===== src/rtl/button_debounce.sv =====
// Push-button conditioner: 2-FF synchroniser, counter-based debouncer and a
// released/pressed/long classifier producing a level, one-cycle event pulses and a press count.
module button_debounce #(
  parameter int FREQ         = 27_000_000,
  parameter int DEBOUNCE_CYC = FREQ / 100,
  parameter int LONG_CYC     = FREQ,
  parameter bit ACTIVE_LOW   = 1'b1
) (
  input  logic       clk_i,
  input  logic       rstn_i,
  input  logic       btn_i,
  output logic       pressed_o,
  output logic       press_o,
  output logic       release_o,
  output logic       long_o,
  output logic [7:0] count_o
);

  if (DEBOUNCE_CYC < 1) begin : g_bad_debounce
    $error("button_debounce: DEBOUNCE_CYC must be >= 1");
  end
  if (LONG_CYC < 1) begin : g_bad_long
    $error("button_debounce: LONG_CYC must be >= 1");
  end

  localparam int DW = $clog2(DEBOUNCE_CYC + 1);
  localparam int HW = $clog2(LONG_CYC + 1);
  localparam logic [DW-1:0] DcntLast = DW'(DEBOUNCE_CYC - 1);
  localparam logic [HW-1:0] HcntLast = HW'(LONG_CYC - 1);
  // Sync FFs reset to the released pad level so reset release never looks like a press.
  localparam logic PadIdle = ACTIVE_LOW;

  typedef enum logic [1:0] {
    StReleased,
    StPressed,
    StLong
  } state_e;

  state_e          state_q, state_d;
  logic            sync1_q, sync1_d;
  logic            sync2_q, sync2_d;
  logic [DW-1:0]   dcnt_q, dcnt_d;
  logic [HW-1:0]   hcnt_q, hcnt_d;
  logic            press_q, press_d;
  logic            release_q, release_d;
  logic            long_q, long_d;
  logic [7:0]      count_q, count_d;

  logic            btn_s;
  logic            level;
  logic            accept;

  // ---------------------------------------------------------------------------
  // Synchroniser
  // ---------------------------------------------------------------------------
  always_comb begin
    sync1_d = btn_i;
    sync2_d = sync1_q;
  end

  assign btn_s = sync2_q ^ ACTIVE_LOW;
  assign level = (state_q != StReleased);

  // ---------------------------------------------------------------------------
  // Debounce: accept a change after DEBOUNCE_CYC consecutive differing cycles
  // ---------------------------------------------------------------------------
  always_comb begin
    dcnt_d = '0;
    accept = 1'b0;
    if (btn_s != level) begin
      if (dcnt_q == DcntLast) begin
        accept = 1'b1;
      end else begin
        dcnt_d = dcnt_q + 1'b1;
      end
    end
  end

  // ---------------------------------------------------------------------------
  // Classifier FSM
  // ---------------------------------------------------------------------------
  always_comb begin
    state_d   = state_q;
    hcnt_d    = hcnt_q;
    press_d   = 1'b0;
    release_d = 1'b0;
    long_d    = 1'b0;
    count_d   = count_q;
    case (state_q)
      StReleased: begin
        if (accept) begin
          state_d = StPressed;
          press_d = 1'b1;
          count_d = count_q + 8'd1;
          hcnt_d  = '0;
        end
      end
      StPressed: begin
        // An accepted release takes priority over a long-press firing in the same cycle.
        if (accept) begin
          state_d   = StReleased;
          release_d = 1'b1;
        end else if (hcnt_q == HcntLast) begin
          state_d = StLong;
          long_d  = 1'b1;
        end else begin
          hcnt_d = hcnt_q + 1'b1;
        end
      end
      StLong: begin
        if (accept) begin
          state_d   = StReleased;
          release_d = 1'b1;
        end
      end
      default: begin
        state_d = StReleased;
      end
    endcase
  end

  always_ff @(posedge clk_i or negedge rstn_i) begin
    if (!rstn_i) begin
      sync1_q   <= PadIdle;
      sync2_q   <= PadIdle;
      dcnt_q    <= '0;
      hcnt_q    <= '0;
      state_q   <= StReleased;
      press_q   <= 1'b0;
      release_q <= 1'b0;
      long_q    <= 1'b0;
      count_q   <= 8'd0;
    end else begin
      sync1_q   <= sync1_d;
      sync2_q   <= sync2_d;
      dcnt_q    <= dcnt_d;
      hcnt_q    <= hcnt_d;
      state_q   <= state_d;
      press_q   <= press_d;
      release_q <= release_d;
      long_q    <= long_d;
      count_q   <= count_d;
    end
  end

  assign pressed_o = level;
  assign press_o   = press_q;
  assign release_o = release_q;
  assign long_o    = long_q;
  assign count_o   = count_q;

  // ---------------------------------------------------------------------------
  // Event pulse properties
  // ---------------------------------------------------------------------------
  a_pulses_exclusive: assert property (@(posedge clk_i) disable iff (!rstn_i)
    $onehot0({press_q, release_q, long_q}));
  a_press_single: assert property (@(posedge clk_i) disable iff (!rstn_i)
    press_q |=> !press_q);
  a_release_single: assert property (@(posedge clk_i) disable iff (!rstn_i)
    release_q |=> !release_q);
  a_long_single: assert property (@(posedge clk_i) disable iff (!rstn_i)
    long_q |=> !long_q);

endmodule


===== config.mk =====
export PLATFORM = sky130hd
export DESIGN_NAME = button_debounce
export DESIGN_NICKNAME = d
export VERILOG_FILES = /design/src/rtl/button_debounce.sv
export SDC_FILE = /design/constraint.sdc
export NUM_CORES = 1
export LEC_CHECK = 0
export BUFFER_PORTS_ARGS = -buffer_cell sky130_fd_sc_hd__buf_4
export CORE_ASPECT_RATIO = 0.8
export CORE_UTILIZATION = 40
export CTS_BUF_LIST = sky130_fd_sc_hd__clkbuf_2 sky130_fd_sc_hd__clkbuf_4 sky130_fd_sc_hd__clkbuf_8
export CTS_CLUSTER_SIZE = 40
export DETAILED_ROUTE_END_ITERATION = 7
export SLEW_MARGIN = 20
export SYNTH_ARGS = -nofsm -noshare
export SYNTH_HDL_FRONTEND = slang
export SYNTH_SLANG_ARGS = --single-unit

===== constraint.sdc =====
create_clock -name clk_i -period 4.8 [get_ports clk_i]
set_input_delay 0.96 -clock clk_i [delete_from_list [all_inputs] [get_ports clk_i]]
set_output_delay 0.96 -clock clk_i [all_outputs]
set_load 0.03 [all_outputs]

==> results.py, run 1 <==
metrics = {
    "yosys": {
        "synthCells": 351,
        "syn_area_um2": 3300,
        "synth.largest_area_cell": "dfrtp_1",
        "ys.flop_type": "dfrtp_1",
        "syn_nets": 360,
        "avgSynthCellArea_um2": 9.41,
        "ys_seq_elements": 59,
        "synth-seq-area-share_pct": 44.8,
        "synthDistinctLibCells": 55,
        "synth_warnings": 0,
        "synthArstFlopShare_pct": 100,
        "synthTopCellsByArea": "dfrtp_1, nand2_1, nand3_1",
        "synth_top_area_share_pct": 43.2,
        "synth_edf_count": 0,
    },
    "setup_path": {
        "endpoint_kind": "register",
        "worst_path_max_delay_cell": "o31a_1",
        "reg2regPathDepth": 8,
        "cp-start-kind": "register",
        "crit_family": "compound AO/OA/AOI/OAI gates",
        "reg2reg_to": "hcnt_q[17]$_DFFE_PN0P_",
        "r2r_slack_ps": 1770,
        "r2r_start": "state_q[1]$_DFFE_PN0P_",
        "crit_path_cell_trace": "inv_1 > ha_1 > nand2_1 > o31a_1 > buf_4 > nor3_1 > and3_2 > a211o_1",
        "crit_fanout": 31,
        "path_class": "reg2reg",
        "crit_path_max_incr_delay_ps": 890,
        "crit_buf_inv": 2,
        "cp.required_ps": 5020,
        "worstPathArrival_ps": 3250,
    },
    "power_and_ir_drop": {
        "power_density_nw_per_um2": 267,
        "irDropWorstVdd_uv": 151,
        "leakage_uw": 0.00162,
        "p_total_uw": 977,
    },
    "clock_tree": {
        "clk_root_buffer_cell": "clkbuf_8",
        "h-tree-depth": 3,
        "cts_tree": "yes",
        "holdBufCountCts": 0,
        "clk_pin_slew_worst_paths_ps": 70,
        "numCtsBuffers": 9,
        "numClockSinks": 59,
        "clk_latency_ps": 340,
        "cts.path.max_buffers": 2,
        "cts_setup_buffers": 0,
        "cts_resized": 0,
    },
    "grt": {
        "overflow": 0,
        "grt_max_degree": 60,
        "grt_pass1_wl_um": 12000,
        "antenna_found_initial": 0,
        "track_usage_pct": 17.6,
        "grt_pass1_vias": 2389,
    },
    "layout": {
        "fillers": 749,
        "layout_commonest_cell": "dfrtp_1",
        "layout_common_cells": "dfrtp_1, nand2_1, nor2_1",
        "drive_gt1_share_pct": 13.3,
        "final_area_um2": 3660,
        "areaGrowthSynthToFinish_pct": 10.7,
        "ff_latch_area_um2": 1480,
        "fin_cells": 477,
        "nets": 373,
        "diodes": 0,
        "multiInputGateArea_um2": 1690,
    },
    "placed_design": {
        "gp_congestion": 0.820,
        "dp_hpwl_um": 4550,
        "placed_cells": 461,
        "placed_cell_area_um2": 3460,
        "portBuffers": 14,
    },
    "floorplan": {
        "initial_core_util_pct": 41.4,
        "core_um2": 7980,
        "die_h_um": 83.3,
        "dieArea_um2": 8630,
        "die_x_um": 104,
        "ios": 15,
        "rows": 29,
    },
    "job": {
        "maxCapViolations": 0,
    },
    "routing": {
        "top_layer_used": "met4",
        "wl_met3_um": 267,
        "wl_per_cell_um": 14.6,
        "drt_iter0_drc": 182,
        "wl_um": 6980,
        "wl_met2_um": 3010,
        "num_vias": 2610,
        "drc": 0,
        "ant_nets": 0,
        "wl_met1_um": 3630,
        "avgViaCountPerCell": 5.47,
        "drt_first_pass_iters": 4,
    },
    "hold_path": {
        "hold_depth": 0,
        "min_path_type": "reg2reg",
        "hold_start": "sync1_q$_DFF_PN1_",
        "hold_path_end": "sync2_q$_DFF_PN1_",
    },
    "sta": {
        "max_slew_margin_pct": 26.7,
        "timing.setup.tns_ps": 0,
        "period_needed_ps": 3030,
        "tightestPinTransition_ps": 1100,
        "setup_viol": 0,
        "grt_setup_unrepaired": "false",
        "final.setup_skew_ps": 8.78,
        "drv_slew": 0,
        "period_share_pct": 63.2,
        "hold_viol_final": 0,
        "fmax_mhz": 330,
    },
    "outcome": {
        "outcome": "completed",
    },
}
==> stage by stage <==
step | util [%] | hold WS [ps] | setup WS [ps]
after detailed placement | 43.3 | 347 | 1840
after global routing | 45.8 | 363 | 1540
final | 45.8 | 355 | 1770
after global placement | 43.3 | 350 | 1900
after CTS | 45.8 | 357 | 1830
after floorplan | - | 345 | 2750
==> cells by family after synthesis <==
family / count (synthesis) / synth area share [%]
adder cells (fa/ha/maj): 6 / 2.27
buffers and inverters: 22 / 4.05
AO/OA/AOI/OAI: 37 / 8.63
flip-flops: 59 / 44.8
XOR/XNOR: 24 / 6.36
AND/OR/NAND/NOR: 199 / 32.7
multiplexers: 4 / 1.25
==> worst max-delay path by stage <==
stage                                       from                      to  slack [ps]  depth (start not counted)
after global routing      state_q[1]$_DFFE_PN0P_  hcnt_q[17]$_DFFE_PN0P_        1540                          8
after global placement    state_q[1]$_DFFE_PN0P_  hcnt_q[17]$_DFFE_PN0P_        1900                          8
after CTS                 state_q[1]$_DFFE_PN0P_  hcnt_q[17]$_DFFE_PN0P_        1830                          8
after floorplan           hcnt_q[18]$_DFFE_PN0P_  hcnt_q[10]$_DFFE_PN0P_        2750                          6
final                     state_q[1]$_DFFE_PN0P_  hcnt_q[17]$_DFFE_PN0P_        1770                          8
after detailed placement  state_q[1]$_DFFE_PN0P_  hcnt_q[17]$_DFFE_PN0P_        1840                          8
==> metal layers <==
metal | vias to the layer above | GRT usage, %
met5 | - | 0
met4 | 0 | 5.14
met3 | 6 | 6.59
met2 | 38 | 24.9
met1 | 1252 | 24.9
li1 | 1314 | -
==> synthesized netlist by cell type (3+ instances only) <==
cell type	number
nor4_1	11
a221o_1	5
nand2_1	45
o211ai_1	4
inv_1	7
or4_1	4
nand3_1	27
a21oi_1	6
and2_1	5
o21ai_0	3
clkbuf_1	7
xnor2_1	15
nor2_1	32
dfrtp_1	57
and3_1	17
xor2_1	9
and4_1	3
a31oi_1	3
clkbuf_8	3
a211o_1	4
nand4_1	14
nor3_1	14
or3_1	10
mux2i_1	3
ha_1	6
==> final cells by class <==
class | count | share of cell area, %
Inverter | 7 | 0.718
Timing Repair Buffer | 17 | 3.49
Sequential cell | 59 | 40.4
Tap cell | 108 | 3.69
Clock inverter | 5 | 1.44
Clock buffer | 11 | 3.97
Multi-Input combinational cell | 270 | 46.3
==> worst reg2reg max path: stages, from the launching register on <==
cell and delay, ps:
dfrtp_1 380, inv_1 70, ha_1 500, nand2_1 220, o31a_1 890, buf_4 340
nor3_1 60, and3_2 230, a211o_1 220
==> where the power goes <==
part           switching (uW)  total, uW  internal, uW  leakage (uW)
logic                    14.4       18.6          4.17      0.000703
registers                2.35        503           501      0.000815
clock network             199        456           257      0.000103
total                     216        977           762       0.00162
==> registers in the layout (all words and copies together) (netlist names) <==
| name | flops |
|---|---|
| count_o | 8 |
| dcnt_q | 19 |
| hcnt_q | 25 |
| long_o | 1 |
| press_o | 1 |
| release_o | 1 |
| state_q | 2 |
| sync1_q | 1 |
| sync2_q | 1 |
No activity file was read; power rests on OpenSTA's default activity.
==> run 2: changes to the inputs <==
Clock period 4.8 ns to 2.6 ns, I/O delays scaled along.
==> results.py, run 2 (same netlist as run 1, synthesis figures left out) <==
metrics = {
    "routing": {
        "drt_iter0_drc": 144,
        "ant_nets": 0,
        "wl_per_cell_um": 15.0,
        "drc": 0,
        "num_vias": 2700,
        "wl_um": 7230,
        "drt_first_pass_iters": 4,
        "avgViaCountPerCell": 5.61,
    },
    "layout": {
        "largest-register": "hcnt_q",
        "layout_common_cells": "dfrtp_1, nand2_1, nor2_1",
        "layout_commonest_cell": "dfrtp_1",
        "fin_cells": 481,
        "largest_register_ffs": 25,
        "areaGrowthSynthToFinish_pct": 11.4,
        "diodes": 0,
        "fillers": 795,
        "drive_gt1_share_pct": 14.5,
        "nets": 378,
    },
    "grt": {
        "track_usage_pct": 17.9,
        "grt_pass1_vias": 2553,
        "antenna_found_initial": 0,
        "grt_pass1_wl_um": 12400,
        "grt_max_degree": 60,
        "overflow": 0,
    },
    "floorplan": {
        "initial_core_util_pct": 41.4,
        "core_um2": 7980,
        "ios": 15,
        "rows": 29,
        "dieArea_um2": 8630,
        "die_x_um": 104,
        "die_h_um": 83.3,
    },
    "setup_path": {
        "endpoint_kind": "register",
        "crit_path_start": "dcnt_q[0]$_DFF_PN0_",
        "crit_end": "hcnt_q[7]$_DFFE_PN0P_",
        "worstPathArrival_ps": 2620,
        "cp-start-kind": "register",
        "r2r_start": "dcnt_q[0]$_DFF_PN0_",
        "cp.required_ps": 2880,
        "r2r_slack_ps": 260,
        "reg2regPathDepth": 8,
        "crit_fanout": 49,
        "path_class": "reg2reg",
        "reg2reg_to": "hcnt_q[7]$_DFFE_PN0P_",
    },
    "sta": {
        "hold_viol_final": 0,
        "period_needed_ps": 2340,
        "period_share_pct": 89.9,
        "drv_slew": 0,
        "final.setup_skew_ps": 9.02,
        "setup_viol": 0,
        "max_slew_margin_pct": 48.7,
        "grt_setup_unrepaired": "false",
        "fmax_mhz": 428,
        "tightestPinTransition_ps": 770,
        "timing.setup.tns_ps": 0,
    },
    "clock_tree": {
        "cts.path.max_buffers": 2,
        "h-tree-depth": 3,
        "clk_pin_slew_worst_paths_ps": 70,
        "clk_root_buffer_cell": "clkbuf_8",
        "cts_tree": "yes",
        "clk_latency_ps": 350,
        "numClockSinks": 59,
        "holdBufCountCts": 0,
        "numCtsBuffers": 9,
    },
    "placed_design": {
        "portBuffers": 14,
        "dp_hpwl_um": 4750,
        "placed_cells": 466,
        "gp_congestion": 0.775,
    },
    "outcome": {
        "outcome": "completed",
    },
    "power_and_ir_drop": {
        "irDropWorstVdd_uv": 226,
        "switchingPower_uw": 407,
        "pwr-share-clk_pct": 43.3,
        "p_comb_share_pct": 2.1,
        "leakage_uw": 0.00164,
        "p_seq_share_pct": 54.6,
        "internal-power_uw": 1290,
        "power_density_nw_per_um2": 462,
        "switching_share_pct": 24.0,
    },
    "hold_path": {
        "min_path_type": "in2async",
    },
    "job": {
        "maxCapViolations": 0,
    },
}
[run 2: worst min path at each step]
stage                                  from                      to  slack, ps  cells past startpoint
after floorplan                      rstn_i  count_o[0]$_DFFE_PN0P_        220                      0
final                                rstn_i  hcnt_q[17]$_DFFE_PN0P_        240                      1
after global routing                  btn_i       sync1_q$_DFF_PN1_        270                      1
after detailed placement  sync1_q$_DFF_PN1_       sync2_q$_DFF_PN1_        350                      0
after global placement    sync1_q$_DFF_PN1_       sync2_q$_DFF_PN1_        350                      0
after CTS                            rstn_i  hcnt_q[16]$_DFFE_PN0P_        270                      1
[run 2: metrics by stage]
stage          total power (uW)  util, %  setup WS [ps]  hold slack (ps)  area [um^2]
2_1_floorplan               957        -            546              224         3300
3_3_place_gp                982     44.0            314              351         3510
3_5_place_dp                983     44.0            243              350         3510
4_1_cts                    1720     46.1            222              274         3680
5_1_grt                    1760     46.1           96.8              270         3680
6_report                   1700     46.1            264              241         3680
[run 2: critical path, cell delays in order (launching register included)]
cell and delay [ps]:
dfrtp_1 390, ha_1 220, and3_1 270, nand4_2 180
o31a_1 320, buf_12 190, or3_1 310, or3_1 300
nand3_1 80
[run 2: layout make-up]
| type | instances | area [um^2] | share of cell area (%) |
|---|---|---|---|
| timing repair buffer | 22 | 178 | 4.82 |
| sequential | 59 | 1480 | 40.2 |
| tap | 108 | 135 | 3.67 |
| clock buffer | 10 | 138 | 3.74 |
| multi-input combinational | 270 | 1700 | 46.1 |
| inverter | 7 | 26.3 | 0.714 |
| clock inverter | 5 | 30.0 | 0.815 |
[run 2: power by group through the flow]
stage / sequential, uW / clock, uW / combinational [uW]
final: 929 / 736 / 35.0
after global placement: 946 / 0 / 36.2
after floorplan: 945 / 0 / 11.6
after global routing: 929 / 793 / 41.8
after CTS: 929 / 757 / 37.0
after detailed placement: 946 / 0 / 37.2
[run 2: per-layer routing]
| layer | up-vias | wire length [um] | global-route usage (%) |
|---|---|---|---|
| met1 | 1334 | 3720 | 25.5 |
| met5 | - | 0 | 0 |
| met2 | 37 | 3200 | 26.6 |
| met3 | 7 | 237 | 4.00 |
| li1 | 1322 | - | - |
| met4 | 0 | 77 | 6.72 |
[run 2: timing repair]
action                                 CTS  global route
buffers inserted                         0             0
setup endpoints to repair                0             1
resized for setup                        0             1
endpoints found under the hold margin    0             0
==> run 3: changes to the inputs <==
Settings changed: PLACE_DENSITY set to 0.66.
==> results.py, run 3 (same netlist as run 1, synthesis figures left out) <==
metrics = {
    "layout": {
        "drive_gt1_share_pct": 14.0,
        "layout_commonest_cell": "dfrtp_1",
        "areaGrowthSynthToFinish_pct": 12.8,
        "diodes": 0,
        "fillers": 769,
        "post-route-util_pct": 46.7,
        "largest_register_ffs": 25,
        "layout_common_cells": "dfrtp_1, nand2_1, nor2_1",
        "nets": 376,
        "largest-register": "hcnt_q",
        "ff_latch_area_um2": 1480,
        "multiInputGateArea_um2": 1690,
    },
    "sta": {
        "hold_viol_final": 0,
        "drv_slew": 0,
        "tightestPinTransition_ps": 745,
        "setup_viol": 0,
        "final.setup_skew_ps": 13.6,
        "period_needed_ps": 2370,
        "period_share_pct": 91.2,
        "timing.setup.tns_ps": 0,
        "grt_setup_unrepaired": "false",
        "fmax_mhz": 422,
        "max_slew_margin_pct": 50.3,
    },
    "floorplan": {
        "ios": 15,
        "initial_core_util_pct": 41.4,
        "die_x_um": 104,
        "rows": 29,
        "core_um2": 7980,
        "dieArea_um2": 8630,
        "die_h_um": 83.3,
    },
    "routing": {
        "ant_nets": 0,
        "drc": 0,
        "wl_um": 6940,
        "drt_first_pass_iters": 5,
        "drt_iter0_drc": 151,
        "wl_per_cell_um": 14.5,
        "avgViaCountPerCell": 5.58,
        "num_vias": 2678,
    },
    "grt": {
        "overflow": 0,
        "grt_pass1_wl_um": 12200,
        "grt_pass1_vias": 2519,
        "antenna_found_initial": 0,
        "grt_max_degree": 60,
        "track_usage_pct": 17.7,
    },
    "power_and_ir_drop": {
        "p_seq_share_pct": 48.0,
        "internal-power_uw": 1530,
        "switchingPower_uw": 401,
        "p_total_uw": 1930,
        "irDropWorstVdd_uv": 224,
        "p_comb_share_pct": 1.7,
        "power_density_nw_per_um2": 519,
        "leakage_uw": 0.00166,
        "switching_share_pct": 20.7,
        "pwr-share-clk_pct": 50.2,
    },
    "setup_path": {
        "path_class": "reg2reg",
        "cp.required_ps": 2860,
        "cp-start-kind": "register",
        "endpoint_kind": "register",
        "r2r_start": "dcnt_q[0]$_DFF_PN0_",
        "worstPathArrival_ps": 2630,
        "crit_fanout": 10,
        "reg2reg_to": "hcnt_q[5]$_DFFE_PN0P_",
        "r2r_slack_ps": 230,
        "reg2regPathDepth": 7,
    },
    "clock_tree": {
        "cts_setup_buffers": 0,
        "clk_latency_ps": 340,
        "cts_tree": "yes",
        "cts_resized": 0,
        "numCtsBuffers": 9,
        "holdBufCountCts": 0,
        "cts.path.max_buffers": 2,
        "clk_root_buffer_cell": "clkbuf_8",
        "h-tree-depth": 3,
        "clk_pin_slew_worst_paths_ps": 70,
        "numClockSinks": 59,
    },
    "placed_design": {
        "gp_congestion": 0.856,
        "dp_hpwl_um": 4620,
        "portBuffers": 14,
    },
    "job": {
        "maxCapViolations": 0,
    },
    "outcome": {
        "outcome": "completed",
    },
    "hold_path": {
        "min_path_type": "in2async",
    },
}
## run 3: worst max-delay path by stage
stage	startpoint	endpoint	slack, ps	cells after the start
floorplan	hcnt_q[18]$_DFFE_PN0P_	hcnt_q[10]$_DFFE_PN0P_	550	6
global placement	dcnt_q[0]$_DFF_PN0_	hcnt_q[5]$_DFFE_PN0P_	340	7
detailed placement	dcnt_q[0]$_DFF_PN0_	hcnt_q[5]$_DFFE_PN0P_	250	7
CTS	dcnt_q[0]$_DFF_PN0_	hcnt_q[5]$_DFFE_PN0P_	240	7
global route	state_q[1]$_DFFE_PN0P_	hcnt_q[5]$_DFFE_PN0P_	20	7
finish	dcnt_q[0]$_DFF_PN0_	hcnt_q[5]$_DFFE_PN0P_	230	7
## run 3: layer usage
layer	share of wire [%]	global-route usage, %	up-vias
met5	0	0	-
met4	1.1	5.67	0
met3	4.0	4.55	6
met2	45	26.1	53
met1	50	25.2	1297
li1	-	-	1322
## run 3: worst max-delay path, cell delays in order (launching register included)
cell	delay [ps]
dfrtp_1	410
ha_1	240
and3_1	250
nand4_2	140
or3_1	370
nand3_1	310
or4_1	470
o211ai_1	100
## run 3: through the flow
stage	hold slack (ps)	setup slack [ps]	cell area, um^2	std cells
2_1_floorplan	224	546	3300	351
3_3_place_gp	352	340	3490	464
3_5_place_dp	352	248	3490	464
4_1_cts	259	238	3730	480
5_1_grt	272	22.7	3730	480
6_report	212	229	3730	480
## run 3: power groups by stage
stage / clock [uW] / sequential [uW] / combinational, uW
after floorplan: 0 / 945 / 11.6
after global placement: 0 / 946 / 35.8
after detailed placement: 0 / 946 / 35.4
after CTS: 991 / 928 / 35.5
after global routing: 1020 / 929 / 39.8
final: 971 / 929 / 33.7
## run 3: cell type report
type                       count  share of cell area [%]
clock inverter                 4                    1.95
inverter                       7                   0.705
sequential                    59                    39.7
clock buffer                  12                    4.26
multi-input combinational    270                    45.4
tap                          108                    3.63
timing repair buffer          20                    4.37
